### src/rtl/conv_job_sequencer.sv
// Job controller for the convolution core: latches the job size, arbitrates the
// X/Y/Z memory ports between host and core, and reports completion status.
module conv_job_sequencer #(
  parameter int DATA_WIDTH = 8,
  parameter int ADDR_WIDTH = 5
) (
  input  logic                      clk,
  input  logic                      rst,
  input  logic                      host_cfg_wr,
  input  logic [ADDR_WIDTH-1:0]     host_sizeX,
  input  logic [ADDR_WIDTH-1:0]     host_sizeY,
  input  logic                      host_start,
  input  logic                      host_clr,
  input  logic                      host_req,
  input  logic                      host_we,
  input  logic [1:0]                host_sel,
  input  logic [ADDR_WIDTH:0]       host_addr,
  input  logic [DATA_WIDTH-1:0]     host_wdata,
  output logic [2*DATA_WIDTH-1:0]   host_rdata,
  output logic                      host_ack,
  output logic                      host_nak,
  output logic                      busy,
  output logic                      done_sticky,
  output logic                      err_sticky,
  output logic                      irq,
  output logic                      core_start,
  output logic [2*ADDR_WIDTH-1:0]   core_config,
  input  logic                      core_busy,
  input  logic                      core_done,
  input  logic [ADDR_WIDTH-1:0]     core_memX_addr,
  input  logic [ADDR_WIDTH-1:0]     core_memY_addr,
  input  logic [ADDR_WIDTH:0]       core_memZ_addr,
  input  logic [2*DATA_WIDTH-1:0]   core_dataZ,
  input  logic                      core_writeZ,
  output logic [DATA_WIDTH-1:0]     core_dataX,
  output logic [DATA_WIDTH-1:0]     core_dataY,
  output logic [ADDR_WIDTH-1:0]     memX_addr,
  output logic                      memX_we,
  output logic [DATA_WIDTH-1:0]     memX_wdata,
  input  logic [DATA_WIDTH-1:0]     memX_rdata,
  output logic [ADDR_WIDTH-1:0]     memY_addr,
  output logic                      memY_we,
  output logic [DATA_WIDTH-1:0]     memY_wdata,
  input  logic [DATA_WIDTH-1:0]     memY_rdata,
  output logic [ADDR_WIDTH:0]       memZ_addr,
  output logic                      memZ_we,
  output logic [2*DATA_WIDTH-1:0]   memZ_wdata,
  input  logic [2*DATA_WIDTH-1:0]   memZ_rdata
);

  localparam int ZA = ADDR_WIDTH + 1;

  typedef enum logic [1:0] {S_IDLE, S_START, S_RUN, S_FINISH} state_t;

  state_t                state;
  logic [ADDR_WIDTH-1:0] size_x;
  logic [ADDR_WIDTH-1:0] size_y;
  logic [ZA-1:0]         zcount;
  logic                  rd_p1;
  logic [1:0]            sel_p1;

  logic                  core_owns;
  logic                  is_idle;
  logic                  host_ok;
  logic [ADDR_WIDTH-1:0] eff_x;
  logic [ADDR_WIDTH-1:0] eff_y;
  logic                  cfg_bad;
  logic [ZA-1:0]         exp_zcount;
  logic [ZA-1:0]         zcount_fin;
  logic                  unused_core_busy;

  function automatic logic [ZA-1:0] sat_inc(input logic [ZA-1:0] v);
    return (&v) ? v : v + ZA'(1);
  endfunction

  assign unused_core_busy = core_busy;
  assign core_config      = {size_y, size_x};
  assign core_owns        = (state == S_START) || (state == S_RUN);
  assign is_idle          = (state == S_IDLE);
  assign host_ok          = host_req && is_idle && (host_sel != 2'd3) &&
                            !(host_we && (host_sel == 2'd2));
  // A config write in the start cycle is seen by that start.
  assign eff_x            = host_cfg_wr ? host_sizeX : size_x;
  assign eff_y            = host_cfg_wr ? host_sizeY : size_y;
  assign cfg_bad          = (eff_x == '0) || (eff_y == '0);
  assign exp_zcount       = ZA'(size_x) + ZA'(size_y) - ZA'(1);
  assign zcount_fin       = core_writeZ ? sat_inc(zcount) : zcount;

  always_comb begin
    memX_addr  = host_addr[ADDR_WIDTH-1:0];
    memX_we    = host_ok && host_we && (host_sel == 2'd0);
    memX_wdata = host_wdata;
    memY_addr  = host_addr[ADDR_WIDTH-1:0];
    memY_we    = host_ok && host_we && (host_sel == 2'd1);
    memY_wdata = host_wdata;
    memZ_addr  = host_addr;
    memZ_we    = 1'b0;
    memZ_wdata = '0;
    core_dataX = '0;
    core_dataY = '0;
    if (core_owns) begin
      memX_addr  = core_memX_addr;
      memX_we    = 1'b0;
      memX_wdata = '0;
      memY_addr  = core_memY_addr;
      memY_we    = 1'b0;
      memY_wdata = '0;
      memZ_addr  = core_memZ_addr;
      memZ_we    = core_writeZ;
      memZ_wdata = core_dataZ;
      core_dataX = memX_rdata;
      core_dataY = memY_rdata;
    end
  end

  // Read data comes straight from the memory's output register in the ack cycle.
  always_comb begin
    host_rdata = '0;
    if (rd_p1) begin
      case (sel_p1)
        2'd0:    host_rdata = {{DATA_WIDTH{1'b0}}, memX_rdata};
        2'd1:    host_rdata = {{DATA_WIDTH{1'b0}}, memY_rdata};
        default: host_rdata = memZ_rdata;
      endcase
    end
  end

  always_ff @(posedge clk or posedge rst) begin
    if (rst) begin
      state       <= S_IDLE;
      size_x      <= '0;
      size_y      <= '0;
      zcount      <= '0;
      rd_p1       <= 1'b0;
      sel_p1      <= 2'd0;
      host_ack    <= 1'b0;
      host_nak    <= 1'b0;
      busy        <= 1'b0;
      done_sticky <= 1'b0;
      err_sticky  <= 1'b0;
      irq         <= 1'b0;
      core_start  <= 1'b0;
    end else begin
      // ---- host access response stage
      host_ack <= host_req;
      host_nak <= host_req && !host_ok;
      rd_p1    <= host_ok && !host_we;
      sel_p1   <= host_sel;

      // Clear first so a same-cycle set event below takes priority.
      if (host_clr) begin
        done_sticky <= 1'b0;
        err_sticky  <= 1'b0;
      end

      case (state)
        S_IDLE: begin
          if (host_cfg_wr) begin
            size_x <= host_sizeX;
            size_y <= host_sizeY;
          end
          if (host_start) begin
            if (cfg_bad) begin
              err_sticky <= 1'b1;
            end else begin
              state       <= S_START;
              core_start  <= 1'b1;
              busy        <= 1'b1;
              done_sticky <= 1'b0;
              err_sticky  <= 1'b0;
              zcount      <= '0;
            end
          end
        end
        S_START: begin
          core_start <= 1'b0;
          state      <= S_RUN;
        end
        S_RUN: begin
          if (core_writeZ) zcount <= sat_inc(zcount);
          if (core_done) begin
            state <= S_FINISH;
            busy  <= 1'b0;
            irq   <= 1'b1;
          end
        end
        S_FINISH: begin
          irq         <= 1'b0;
          zcount      <= zcount_fin;
          done_sticky <= 1'b1;
          if (zcount_fin != exp_zcount) err_sticky <= 1'b1;
          state       <= S_IDLE;
        end
        default: state <= S_IDLE;
      endcase
    end
  end

endmodule

### config.mk
export PLATFORM = sky130hd
export DESIGN_NAME = conv_job_sequencer
export DESIGN_NICKNAME = d
export VERILOG_FILES = /design/src/rtl/conv_job_sequencer.sv
export SDC_FILE = /design/constraint.sdc
export NUM_CORES = 1
export LEC_CHECK = 0
export ABC_AREA = 0
export BUFFER_PORTS_ARGS = -buffer_cell sky130_fd_sc_hd__buf_2
export CELL_PAD_IN_SITES_DETAIL_PLACEMENT = 1
export CELL_PAD_IN_SITES_GLOBAL_PLACEMENT = 2
export CORE_MARGIN = 3
export CORE_UTILIZATION = 21
export CTS_CLUSTER_DIAMETER = 80
export CTS_CLUSTER_SIZE = 20
export DETAILED_ROUTE_END_ITERATION = 10
export PLACE_DENSITY_LB_ADDON = 0.25
export SLEW_MARGIN = 5
export SYNTH_ARGS = -nofsm -noshare
export SYNTH_HDL_FRONTEND = slang
export SYNTH_SLANG_ARGS = --single-unit
### constraint.sdc
create_clock -name clk -period 5.5 [get_ports clk]
set_input_delay 1.1 -clock clk [delete_from_list [all_inputs] [get_ports clk]]
set_output_delay 1.1 -clock clk [all_outputs]
set_load 0.02 [all_outputs]
==> After elaboration in Yosys (flattened, before gate mapping) <==
Cells that the tools add are included.
{ "classes": {"addsub": 3, "n_mux": 39, "eq_ne": 11, "reduce_logical": 30} }
{ "op_table": {"columns": ["op", "count"], "rows": [
  ["$mux W16", 2],
  ["$pmux W16 S2", 1],
  ["$mux W6", 5],
  ["$mux W8", 3],
  ["$mux W5", 4],
  ["$mux W1", 14],
  ["$pmux W6 S2", 1],
  ["$logic_not A5 Y1", 2],
  ["$pmux W1 S2", 5],
  ["$logic_and A1 B1 Y1", 9],
  ["$reduce_and A3 Y1", 3],
  ["$ne A2 B2 Y1 const B", 4],
  ["$pmux W2 S4", 1],
  ["$reduce_bool A2 Y1", 4],
  ["$add A5 B5 Y6", 1],
  ["$add A6 B1 Y6 const B", 1],
  ["$eq A2 B1 Y1 const B", 3],
  ["$eq A2 B2 Y1 const B", 3],
  ["$logic_not A2 Y1", 3],
  ["$mux W2", 3],
  ["$ne A6 B6 Y1", 1],
  ["$reduce_and A6 Y1", 1],
  ["$sub A6 B1 Y6 const B", 1],
  ["$reduce_and A4 Y1", 1],
  ["4 further kinds", 7]
]} }
{ "totals": {"in_bits": 100, "regBits": 28} }

==> Logic depth before layout (Yosys ltp) <==
Gate-level depths: netlist of run 1.
{ "logic_depth": {"ltp_word": 7, "ltp_mapped": 12, "ltp_nobuf": 12} }

==> Worst setup path after synthesis of run 1 <==
Ideal clock, no wire load.
{ "synth_timing": {"path_type": "input-to-output", "start": "input port host_we", "end": "output port memY_we", "setup_slack_ns": 2.476, "cell_stages": 2, "arrival_ns": 1.924, "cell_sequence": "nand3_1 nor4b_1"} }
{ "synth_between": {"elab_chain_cells": 6} }
{ "synth_rtl": {"columns": ["element", "line", "source"], "rows": [
  ["from (decl)", "15", "input logic host_we,"],
  ["$logic_and A1 B1 Y1", "81", "!(host_we && (host_sel == 2'd2));"],
  ["$logic_not A1 Y1", "81", null],
  ["$logic_and A1 B1 Y1", "80", "assign host_ok = host_req && is_idle && (host_sel != 2'd3) &&"],
  ["$logic_and A1 B1 Y1 (*) (2 in a row)", "94", "memY_we = host_ok && host_we && (host_sel == 2'd1);"],
  ["$mux W1 (*)", "101", "if (core_owns) begin"],
  ["to (decl)", "42", "output logic memY_we,"]
]} }
Mark *: on every way between the ends. The rest lies on a longest branch, timed or not.

==> Worst setup path after layout of run 1 <==
{ "layout_timing": {"start": "register state[0]", "end": "output port memY_addr[3]"} }
{ "layout_between": {"elab_chain_cells": 3, "elab_cells_between_ends": 4, "cone_classes": "eq/ne: 2; mux: 1; reduce/logical: 1"} }
{ "layout_rtl": {"columns": ["element", "line", "source"], "rows": [
  ["from (decl)", "55", "state_t state;"],
  ["from (signal assigned)", "130", "state <= S_IDLE;"],
  ["from (signal assigned)", "166", "state <= S_START;"],
  ["from (signal assigned)", "177", "state <= S_RUN;"],
  ["$eq A2 B1 Y1 or $eq A2 B2 Y1 (tied branches)", "78", "assign core_owns = (state == S_START) || (state == S_RUN);"],
  ["$logic_or A1 B1 Y1 (*)", "78", null],
  ["$mux W5 (*)", "101", null],
  ["to (decl)", "41", "output logic [ADDR_WIDTH-1:0] memY_addr,"]
]} }
Marked as above.

==> results of run 1 <==
## logic make-up after synthesis
| kind of cell | after synthesis |
|---|---|
| adder cells (fa/ha/maj) | 16 |
| AND/OR/NAND/NOR | 163 |
| buffers and inverters | 50 |
| XOR/XNOR | 8 |
| AO/OA/AOI/OAI | 49 |
| flip-flops | 28 |
| multiplexers | 24 |
## sequential cells by signal (all words and copies together) (netlist names)
| name | cells |
|---|---|
| busy | 1 |
| core_start | 1 |
| zcount | 6 |
| size_y | 5 |
| irq | 1 |
| err_sticky | 1 |
| done_sticky | 1 |
| host_nak | 1 |
| size_x | 5 |
| state | 2 |
| host_ack | 1 |
| sel_p1 | 2 |
| rd_p1 | 1 |
## critical path, delay by kind of cell, from the launching register on
kind	cells	cell delay (ps)
adders and majority gates	1	970
buffers and inverters	3	660
DFF	1	410
and+or+nand+nor	2	290
## worst max path at each step
stage                        end  slack, ps  depth (start not counted)
floorplan                memY_we       2480                          2
global placement    memX_addr[0]       2050                          6
detailed placement  memY_addr[4]       1980                          6
CTS                 memY_addr[4]       1670                          6
global route        memX_addr[3]       1480                          6
finish              memY_addr[3]       1790                          6
## report_power, final
part / leakage (nW) / internal [mW] / switching [mW]
clock network: 0.0511 / 0.145 / 0.0766
registers: 0.343 / 0.288 / 0.0905
logic: 1.76 / 0.771 / 1.27
total: 2.16 / 1.20 / 1.44
## final cells by class
cell class / count / share of cell area [%]
Clock inverter: 1 / 0.787
Clock buffer: 3 / 1.97
Tap cell: 168 / 5.51
Multi-Input combinational cell: 260 / 44.4
Sequential cell: 28 / 18.4
Inverter: 26 / 2.56
Timing Repair Buffer: 200 / 26.4
## metal layers
layer  up-vias  track usage, %  part of all wire [%]  wire (µm)
met1      1383            17.7                    43       4420
li1       1481               -                     -          -
met4         0            2.56                   1.0        107
met5         -               0                     0          0
met2        85            26.1                    50       5190
met3         9            2.98                   5.7        592
## through the flow
stage / total power, mW / util (%)
floorplan: 1.85 / -
global placement: 2.43 / 30.6
detailed placement: 2.46 / 30.6
CTS: 2.70 / 31.5
global route: 2.90 / 31.5
finish: 2.64 / 31.5
## cell usage in the layout, fill, tap and decap left out, types with 3 or more instances in the layout
cell type and n:
a21oi_1 12, and2_1 42, nand2_1 60, mux2_2 12, inv_1 26, dfrtp_1 28
a211oi_1 3, mux2i_1 12, nor4_1 7, a21o_1 4, ha_1 15, nand3b_1 3
clkbuf_16 3, buf_2 198, xor2_1 5, o21ai_0 16, nand2b_1 3, and3_1 10
nor2_1 10, nor2b_1 12, nand3_1 6
==> impl_metrics.json, run 1 <==
{
  "min_path_type": "flip-flop to flip-flop",
  "cpMaxStageDelayCell": "ha_1",
  "cts.path.max_buffers": 2,
  "finalNetCount": 635,
  "die_y_um": 118,
  "setup_viol": 0,
  "ys_seq_area_share_pct": 26.8,
  "synth_async_sr_flop_share_pct": 100,
  "drtPass1Iterations": 4,
  "coreArea_mm2": 0.0121,
  "rsz0062_at_grt": "no",
  "cp-startpoint": "state[0]$_DFFE_PP0P_",
  "synth-adder-area-share_pct": 7.94,
  "r2r-end": "err_sticky$_DFF_PP0_",
  "place_congestion": 0.788,
  "power_per_cell_area_mw_per_mm2": 693,
  "vias": 2958,
  "grt_pass1_vias": 3050,
  "min_to": "irq$_DFFE_PP0P_",
  "synth_enable_flop_cells": 0,
  "synth_top_area_cell": "dfrtp_1",
  "crit_type": "flip-flop to primary output",
  "grt_pass1_wl_um": 16400,
  "regArea_um2": 701,
  "cts_resized": 0,
  "setup_ws_ps": 1790,
  "whs_path_depth": 2,
  "synth-seq-cells": 28,
  "worstMarginPinSlew_ps": 1020,
  "antenna_found_initial": 0,
  "rows": 40,
  "yosysTopAreaCellShare_pct": 26.8,
  "rr_worst_depth": 12,
  "drive_gt1_share_pct": 42.1,
  "synthToLayoutAreaGrowth_pct": 45.8,
  "nFillCells": 1559,
  "hold_ws_ps": 529,
  "reg2reg_from": "size_x[1]$_DFFE_PP0N_",
  "slew_headroom_pct": 31.7,
  "start_kind": "flip-flop",
  "synth.avg_cell_area_um2": 7.74,
  "hold_viol": 0,
  "post_cts_buffers": 0,
  "post_drt_via_cell_ratio": 4.31,
  "n_antenna_cell": 0,
  "numPortBuffers": 198,
  "synthMuxAreaShare_pct": 9.76,
  "synth_common_cells": "nand2_1, and2_1, dfrtp_1",
  "synth_compound_area_share_pct": 11.4,
  "pin_count": 200,
  "slowest_delay_ps": 970,
  "antenna_left": 0,
  "timing.fmax_ghz": 0.270,
  "endpoint_kind": "primary output",
  "hold_buffers": 0,
  "synthSimpleGateAreaFrac_pct": 32.5,
  "dp_cells": 682,
  "synthFlopType": "dfrtp_1",
  "syn_nets": 454,
  "routed_wl_um": 10300,
  "required_ps": 4400,
  "cts.htree.levels": 1,
  "synth-warning-count": 0,
  "synth_area_mm2": 0.00262,
  "synth_area_leaders": "dfrtp_1, and2_1, nand2_1, ha_1, mux2_2",
  "outcome": "completed",
  "fin_crit_ps": 3710,
  "synth-xor-area-share_pct": 3.20,
  "initial_core_util_pct": 21.6,
  "fin_setup_tns_ps": 0,
  "clock-sinks": 28,
  "ys_types": 43,
  "hpwl_um": 8760,
  "slew_viol_final": 0,
  "grt_max_degree": 34,
  "fin_worst_skew_ps": 6.01,
  "post-synth-top-count-cell": "nand2_1",
  "grt_usage_pct": 14.4,
  "drc": 0,
  "die_x_um": 118,
  "crit_chain": "inv_1 > ha_1 > inv_1 > nand2_1 > nand2_1 > buf_2",
  "grt_overflow_total": 0,
  "cts_buffers": 3,
  "multi_input_area_mm2": 0.00169,
  "period_share_pct": 67.4,
  "clockRootBuffer": "clkbuf_16",
  "drt_iter0_markers": 189,
  "hp-start": "irq$_DFFE_PP0P_",
  "cts.clk_slew.worst_paths_ps": 80,
  "drv_cap": 0,
  "place_area_mm2": 0.00371,
  "vdd_drop_max_v": 0.000239,
  "leakage_nw": 2.16,
  "synth_top_family_by_area": "simple AND/OR/NAND/NOR gates",
  "dp_slack_ps": 1980,
  "final_area_mm2": 0.00381,
  "avgRoutedWirePerCell_um": 15.0,
  "clock_latency_ps": 270,
  "dieArea_mm2": 0.0138,
  "path_max_fanout": 33,
  "cts_tree": "yes",
  "cp_data_arrival_time_ps": 2610,
  "postSynthCellCount": 338,
  "fin_cells": 686,
  "r2r_setup_slack_ps": 2610
}
Power figures use the tool's default switching activity.
==> run 2: changes to the inputs <==
- ABC_AREA: 0 -> 1
- CORE_UTILIZATION: 21 -> 17
- clock period: 5.5 -> 3.2 ns (I/O delays scaled with it)
==> run 2 against run 1 <==
Synthesized area grew 3.7%. Sequential share of layout area shrank 0.57 points. Setup slack lost 1400 ps. Largest power group unchanged.
==> impl_metrics.json, run 2 <==
{
  "p_sw_mw": 2.54,
  "avgRoutedWirePerCell_um": 12.1,
  "setup_ws_ps": 434,
  "synth_async_sr_flop_share_pct": 100,
  "synthToLayoutAreaGrowth_pct": 45.1,
  "hold_buffers": 0,
  "die_x_um": 132,
  "reg.largest.list": "zcount x6, size_x x5, size_y x5",
  "drt-met1-wl_um": 4440,
  "slew_headroom_pct": 63.3,
  "synth_common_cells": "nand2_1, inv_1, nor2_1",
  "synth_area_leaders": "dfrtp_1, nand2_1, inv_1, ha_1, nand3_1",
  "crit_path_end": "memZ_addr[0]",
  "cts.path.max_buffers": 2,
  "wl_met2_um": 5230,
  "post-synth-top-count-cell": "nand2_1",
  "synthFlopType": "dfrtp_1",
  "outcome": "completed",
  "p_int_mw": 1.81,
  "antenna_found_initial": 0,
  "cp_data_arrival_time_ps": 2130,
  "synth.avg_cell_area_um2": 5.87,
  "r2r_setup_slack_ps": 790,
  "required_ps": 2560,
  "synth_area_mm2": 0.00271,
  "start_kind": "flip-flop",
  "hold_viol": 0,
  "power_per_cell_area_mw_per_mm2": 1110,
  "endpoint_kind": "primary output",
  "reg2reg_from": "size_y[1]$_DFFE_PP0N_",
  "yosysTopAreaCellShare_pct": 25.8,
  "synth_enable_flop_cells": 0,
  "drv_cap": 0,
  "period_share_pct": 86.4,
  "ys_types": 25,
  "crit_type": "flip-flop to primary output",
  "r2r-end": "err_sticky$_DFF_PP0_",
  "switching_share_pct": 58.5,
  "top_layer": "met4",
  "leakage_nw": 2.67,
  "numPortBuffers": 198,
  "min_path_type": "input pin to async pin",
  "syn_nets": 578,
  "hpwl_um": 8840,
  "n_antenna_cell": 0,
  "timing.fmax_ghz": 0.362,
  "dp_slack_ps": 684,
  "largest_register_ffs": 6,
  "drive_gt1_share_pct": 33.4,
  "clock_latency_ps": 270,
  "fin_worst_skew_ps": 6.86,
  "grt_max_degree": 55,
  "fin_crit_ps": 2770,
  "post_drt_via_cell_ratio": 3.95,
  "vdd_drop_max_v": 0.000396,
  "layout_commonest_cell": "buf_2",
  "fin_setup_tns_ps": 0,
  "grt_pass1_vias": 3479,
  "synth-seq-cells": 28,
  "clockPowerShare_pct": 7.4,
  "cts_buffers": 3,
  "rsz0062_at_grt": "no",
  "grt_pass1_wl_um": 16800,
  "drc": 0,
  "drtPass1Iterations": 4,
  "clockRootBuffer": "clkbuf_16",
  "sequentialPowerShare_pct": 13.6,
  "cp-startpoint": "state[1]$_DFFE_PP0P_",
  "pin_count": 200,
  "clock-sinks": 28,
  "rr_worst_depth": 17,
  "cts_tree": "yes",
  "grt_usage_pct": 11.3,
  "initial_core_util_pct": 17.6,
  "place_congestion": 0.739,
  "cts.clk_slew.worst_paths_ps": 80,
  "worstMarginPinSlew_ps": 549,
  "synth_top_area_cell": "dfrtp_1",
  "die_y_um": 132,
  "post_cts_buffers": 0,
  "cts_resized": 0,
  "dr_wl_met3_um": 605,
  "path_max_fanout": 54,
  "synth-warning-count": 0,
  "regMostFlops": "zcount",
  "grt_overflow_total": 0,
  "cts.htree.levels": 1,
  "setup_viol": 0,
  "routed_wl_um": 10400,
  "coreArea_mm2": 0.0154,
  "p_comb_share_pct": 79.0,
  "ys_seq_area_share_pct": 25.8,
  "dieArea_mm2": 0.0175,
  "layout_common_cells": "buf_2, nand2_1, inv_1",
  "nFillCells": 2080,
  "drt_iter0_markers": 70,
  "rows": 45,
  "postSynthCellCount": 462,
  "finalNetCount": 761,
  "vias": 3373,
  "antenna_left": 0,
  "slew_viol_final": 0
}
[run 2: changes by cell type in the layout (fill, tap and decap cells not counted), moves of 7 or more]
cell     change
mux2_2      -12
nand2_1    +108
nor2_1      +25
and2_1      -42
and3_1      -10
inv_1       +82
nand3_1     +21
nor2b_1     -12
o21ai_1      +7
mux2i_1     -12
[run 2: power by group through the flow]
stage          Clock (mW)  Sequential (mW)  Combinational [mW]
5_1_grt             0.349            0.613                3.91
6_report            0.322            0.590                3.44
2_1_floorplan           0            0.681                2.40
4_1_cts             0.339            0.593                3.53
3_5_place_dp            0            0.599                3.51
3_3_place_gp            0            0.594                3.46
[run 2: routing by layer]
metal	global-route usage, %	vias up
met3	2.14	6
li1	-	1727
met4	2.37	0
met5	0	-
met2	21.2	95
met1	13.2	1545
[run 2: cells by family after synthesis]
logic type | count (synthesis) | synth area share (%)
compound gates | 43 | 8.90
xor+xnor | 1 | 0.323
fa+ha+maj | 16 | 7.66
buf+inv | 130 | 20.1
flops | 28 | 25.8
simple gates | 244 | 37.2
[run 2: cell type report]
class                      instances  area, µm²  area share [%]
multi-input combinational        304       1470            37.4
timing repair buffer             200       1010            25.6
sequential                        28        701            17.8
inverter                         108        405            10.3
tap                              211        264            6.71
clock buffer                       4       88.8            2.26
[run 2: worst min path at each step]
stage                         start               endpoint
6_report                        rst  size_x[4]$_DFFE_PP0N_
5_1_grt                         rst  size_x[4]$_DFFE_PP0N_
4_1_cts                         rst  size_x[4]$_DFFE_PP0N_
3_5_place_dp       busy$_DFFE_PP0P_       busy$_DFFE_PP0P_
3_3_place_gp       busy$_DFFE_PP0P_       busy$_DFFE_PP0P_
2_1_floorplan  state[1]$_DFFE_PP0P_   state[1]$_DFFE_PP0P_
[run 2: metrics by stage]
stage / cell area, µm² / total power [mW] / util, % / instances / hold slack [ps]
after floorplan: 2710 / 3.08 / - / 462 / 509
after global placement: 3850 / 4.06 / 24.9 / 851 / 491
after detailed placement: 3850 / 4.11 / 24.9 / 851 / 492
after CTS: 3940 / 4.46 / 25.5 / 855 / 452
after global routing: 3940 / 4.87 / 25.5 / 855 / 505
final: 3940 / 4.35 / 25.5 / 855 / 438
[run 2: critical path, cell delays in order (launching register included)]
cell and delay (ps):
dfrtp_1 400, inv_1 100, ha_2 480, buf_4 500
nand2_1 130, nand2_1 90, buf_2 160
